File: config.mk
export PLATFORM = sky130hd
export DESIGN_NAME = bcd_inc_sequencer
export DESIGN_NICKNAME = d
export VERILOG_FILES = /design/src/rtl/bcd_inc_sequencer.sv
export SDC_FILE = /design/constraint.sdc
export NUM_CORES = 1
export LEC_CHECK = 0
export ABC_CLOCK_PERIOD_IN_PS = 4100
export CORE_UTILIZATION = 55
export DETAILED_ROUTE_END_ITERATION = 6
export PLACE_DENSITY_LB_ADDON = 0.3
export SLEW_MARGIN = 20
export SYNTH_ARGS = -nofsm -noshare
export SYNTH_HDL_FRONTEND = slang
export SYNTH_SLANG_ARGS = --single-unit
File: constraint.sdc
create_clock -name clk -period 4.1 [get_ports clk]
set_input_delay 0.82 -clock clk [delete_from_list [all_inputs] [get_ports clk]]
set_output_delay 0.82 -clock clk [all_outputs]
set_load 0.02 [all_outputs]
File: src/rtl/bcd_inc_sequencer.sv
// 3-digit BCD counter storage with a shared one-digit-per-cycle increment FSM,
// arbitrating switch load, manual step and prescaler-driven auto-run.
module bcd_inc_sequencer #(
  parameter int unsigned PRESCALE = 100_000_000
) (
  input  logic        clk,
  input  logic        reset_n,
  input  logic        load,
  input  logic [11:0] load_val,
  input  logic        step,
  input  logic        run,
  input  logic        clr_ovf,
  output logic [11:0] bcd_q,
  output logic        busy,
  output logic        done,
  output logic        ovf,
  output logic        invalid
);

  localparam int unsigned CNT_W = $clog2(PRESCALE);

  typedef enum logic [1:0] {IDLE, INC0, INC1, INC2} state_t;

  state_t           state;
  logic [CNT_W-1:0] pcnt;
  logic             pending;
  logic             tick;
  logic             req;
  logic             nib_ok;
  logic             load_ok;
  logic             carry;
  logic [11:0]      inc_val;

  // {carry, next digit} for a single BCD digit increment
  function automatic logic [4:0] bump(input logic [3:0] d);
    return (d == 4'd9) ? 5'b1_0000 : {1'b0, d + 4'd1};
  endfunction

  always_comb begin
    tick    = run && (pcnt == CNT_W'(PRESCALE - 1));
    req     = step | tick | pending;
    nib_ok  = (load_val[3:0] <= 4'd9) && (load_val[7:4] <= 4'd9) &&
              (load_val[11:8] <= 4'd9);
    load_ok = load & nib_ok;
  end

  // Only the digit addressed by the current state is rewritten.
  always_comb begin
    inc_val = bcd_q;
    carry   = 1'b0;
    unique case (state)
      INC0:    {carry, inc_val[3:0]}  = bump(bcd_q[3:0]);
      INC1:    {carry, inc_val[7:4]}  = bump(bcd_q[7:4]);
      INC2:    {carry, inc_val[11:8]} = bump(bcd_q[11:8]);
      default: ;
    endcase
  end

  always_ff @(posedge clk or negedge reset_n) begin
    if (!reset_n) begin
      pcnt <= '0;
    end else if (!run || tick) begin
      pcnt <= '0;
    end else begin
      pcnt <= pcnt + CNT_W'(1);
    end
  end

  always_ff @(posedge clk or negedge reset_n) begin
    if (!reset_n) begin
      state   <= IDLE;
      bcd_q   <= '0;
      busy    <= 1'b0;
      done    <= 1'b0;
      ovf     <= 1'b0;
      invalid <= 1'b0;
      pending <= 1'b0;
    end else begin
      done    <= 1'b0;
      invalid <= load & ~nib_ok;
      if (clr_ovf) ovf <= 1'b0;
      if (load_ok) begin
        state   <= IDLE;
        busy    <= 1'b0;
        bcd_q   <= load_val;
        pending <= 1'b0;
      end else if (state == IDLE) begin
        if (req) begin
          state   <= INC0;
          busy    <= 1'b1;
          pending <= 1'b0;
        end
      end else begin
        if (step | tick) pending <= 1'b1;
        bcd_q <= inc_val;
        if (carry && state != INC2) begin
          state <= (state == INC0) ? INC1 : INC2;
        end else begin
          // A carry out of the top digit is the 999->000 wrap; it overrides clr_ovf.
          state <= IDLE;
          busy  <= 1'b0;
          done  <= 1'b1;
          if (carry) ovf <= 1'b1;
        end
      end
    end
  end

endmodule

==> results.cfg <==
[synth]
synth_area_leaders = dfrtp_1, a21oi_1, nor2_1, o21ai_0, xor2_1
yosysTopAreaCell = dfrtp_1
synthFlopType = dfrtp_1
ys_seq_area_share_pct = 47.8
synth.distinct_cells = 37
synthArstFlopShare_pct = 100
ys_seq_elements = 46
syn_avg_cell_area_um2 = 9.33
synth_nets = 277
ys_warn_count = 0
synth_edf_count = 0
yosys.cell_count.top_type = dfrtp_1
netlist_area_um2 = 2410
synth_commonest_cells = dfrtp_1, a21oi_1, nor2_1
synth_top_area_share_pct = 47.8
syn_inst = 258

[timing]
slew_headroom_pct = 30.1
setup_viol = 0
tns_ns = 0
max_freq_mhz = 374
worst_pin_slew_ns = 1.05
min_period_ns = 2.68
slew_viol_final = 0
skew_ns = 0.0108
hold_violations = 0
finalCritPeriodShare_pct = 65.3
rsz0062_at_grt = no

[setup_path]
regToRegEndpoint = pcnt[5]
rrSetupSlack_ns = 1.56
critPathCaptureType = register
arrival_ns = 2.82
critPathTopFamily = simple AND/OR/NAND/NOR gates
path_buf_inv = 1
crit_chain = clkdlybuf4s50_1 > o21ai_0 > nand4_1 > nor2_1 > a21oi_1
critPathKind = input port to register
cp.required_ns = 4.25
rr_worst_depth = 5
r2r-start = pcnt[0]
crit_path_start_kind = input port
crit_fanout = 25
slowest_stage = nand4_1
cp_slowest_stage_delay_ns = 0.82

[global_route]
grt_pass1_vias = 1916
grt_max_degree = 47
grt_use_met2_pct = 38.7
grt_pass1_wl_um = 8710
overflow = 0
grt_usage_pct = 25.2
antenna_found_initial = 0
grtUsageMet3_pct = 6.17
use_met1_pct = 34.7
top_usage_layer = met2

[pwr]
leakage_nw = 1.12
powerDensity_nw_per_um2 = 476
vdd_drop_max_mv = 0.318
totalPowerFinal_mw = 1.37

[floorplan]
die_area_um2 = 4640
start_util_pct = 58.9
die_w_um = 68.1
fp.dieH_um = 68.1
num_rows = 23
coreArea_um2 = 4090
io_pins = 34

[cells_and_area]
drive_above_1_share_pct = 4.14
antennaDiodeCount = 0
nNetsFinal = 309
syn2layout_area_growth_pct = 19.5

[clock_network]
clock_latency_ns = 0.30
cts_tree = done
cts_setup_buffers = 0
htree_levels = 2
clkSinkCount = 46
root_buffer = clkbuf_8
clk_pin_slew_ns = 0.08
cts_buffers = 5
clock_path_buffers = 2
ctsResizeCount = 0
cts_hold_buf = 0

[hold_path]
min_to = ovf
min_path_type = register to register
worstHoldStart = ovf
hold_depth = 2

[drt]
drtAntennaViolNets = 0
drtPass1Iterations = 4
drc = 0
viasPerCell = 6.00
first_iter_violations = 195
wl_per_cell_um = 15.2
routed_wl_um = 5180
routed-via-count = 2040

[placed_design]
gp_congestion = 0.805
dp_hpwl_um = 3540
portBuffers = 33

[outcome]
outcome = finished clean

[job]
cap_viol_max_count = 0
==> routing by layer <==
| layer | part of all wire, % | up-vias | routed length, um |
|---|---|---|---|
| li1 | - | 1008 | - |
| met1 | 47 | 983 | 2430 |
| met2 | 48 | 43 | 2480 |
| met3 | 4.1 | 6 | 214 |
| met4 | 0.97 | 0 | 50 |
| met5 | 0 | - | 0 |
==> worst reg2reg max path, delay by kind of cell, from the launching register on <==
kind	cells	cell delay [ns]
adder cells (fa/ha/maj)	1	0.21
AO/OA/AOI/OAI	1	0.86
flip-flops	1	0.39
AND/OR/NAND/NOR	3	0.92
==> power by group <==
part	leakage, nW	internal (mW)	switching (mW)	total [mW]
combinational	0.470	0.208	0.198	0.406
clock	0.0573	0.195	0.153	0.348
sequential	0.596	0.521	0.0939	0.615
==> cell usage in the layout, fill, tap and decap left out, drive strengths merged, types with 2 or more instances in the layout <==
master	netlist	final
a21oi	29	29
xor2	9	9
and4	5	5
nor2b	8	8
xnor2	8	8
o31ai	7	7
or4	7	7
dfrtp	46	46
nand2b	3	3
clkbuf	5	6
nand3b	3	3
clkdlybuf4s50	0	32
and3	3	3
nand4bb	2	2
nor4b	2	2
or3	8	8
nor4	2	2
o21ai	19	19
nand2	15	15
nor3	4	4
inv	5	5
nor2	29	29
nand4	10	10
nor3b	4	4
a21boi	2	2
nand3	9	9
a31oi	4	4
==> how the worst max path moves through the flow <==
stage	from	to	cells past startpoint
finish	load_val[5]	bcd_q[10]	5
global route	load_val[5]	bcd_q[3]	5
CTS	load_val[10]	bcd_q[10]	5
detailed placement	load_val[9]	bcd_q[10]	5
global placement	load_val[5]	bcd_q[10]	5
floorplan	pcnt[0]	pcnt[26]	6
==> per-stage QoR <==
stage	hold slack (ns)	area, um^2	instances	utilization, %	setup WS (ns)
2_1_floorplan	0.446	2410	258	-	2.18
3_3_place_gp	0.471	2760	333	67.5	1.21
3_5_place_dp	0.468	2760	333	67.5	1.15
6_report	0.490	2880	340	70.4	1.42
5_1_grt	0.519	2880	340	70.4	1.24
4_1_cts	0.494	2870	340	70.3	1.46
==> cell type report <==
type / instances / area, um^2
clock inverter: 1 / 30.0
inverter: 5 / 18.8
clock buffer: 6 / 82.6
sequential: 46 / 1150
timing repair buffer: 33 / 328
fill: 326 / 1210
tap: 50 / 62.6
multi-input combinational: 199 / 1200
==> flip-flops by register name, indices dropped and copies added, names as in the netlist <==
name / flops
ovf: 1
pcnt: 27
invalid: 1
pending: 1
state: 2
busy: 1
done: 1
bcd_q: 12
==> cell families after synthesis <==
logic type      Yosys count  synth area share (%)
flops                    46                  47.8
compound gates           63                  14.7
buf+inv                  13                  2.18
fa+ha+maj                 1                 0.520
simple gates            118                  28.5
xor+xnor                 17                  6.19
Power figures use the tool's default switching activity.
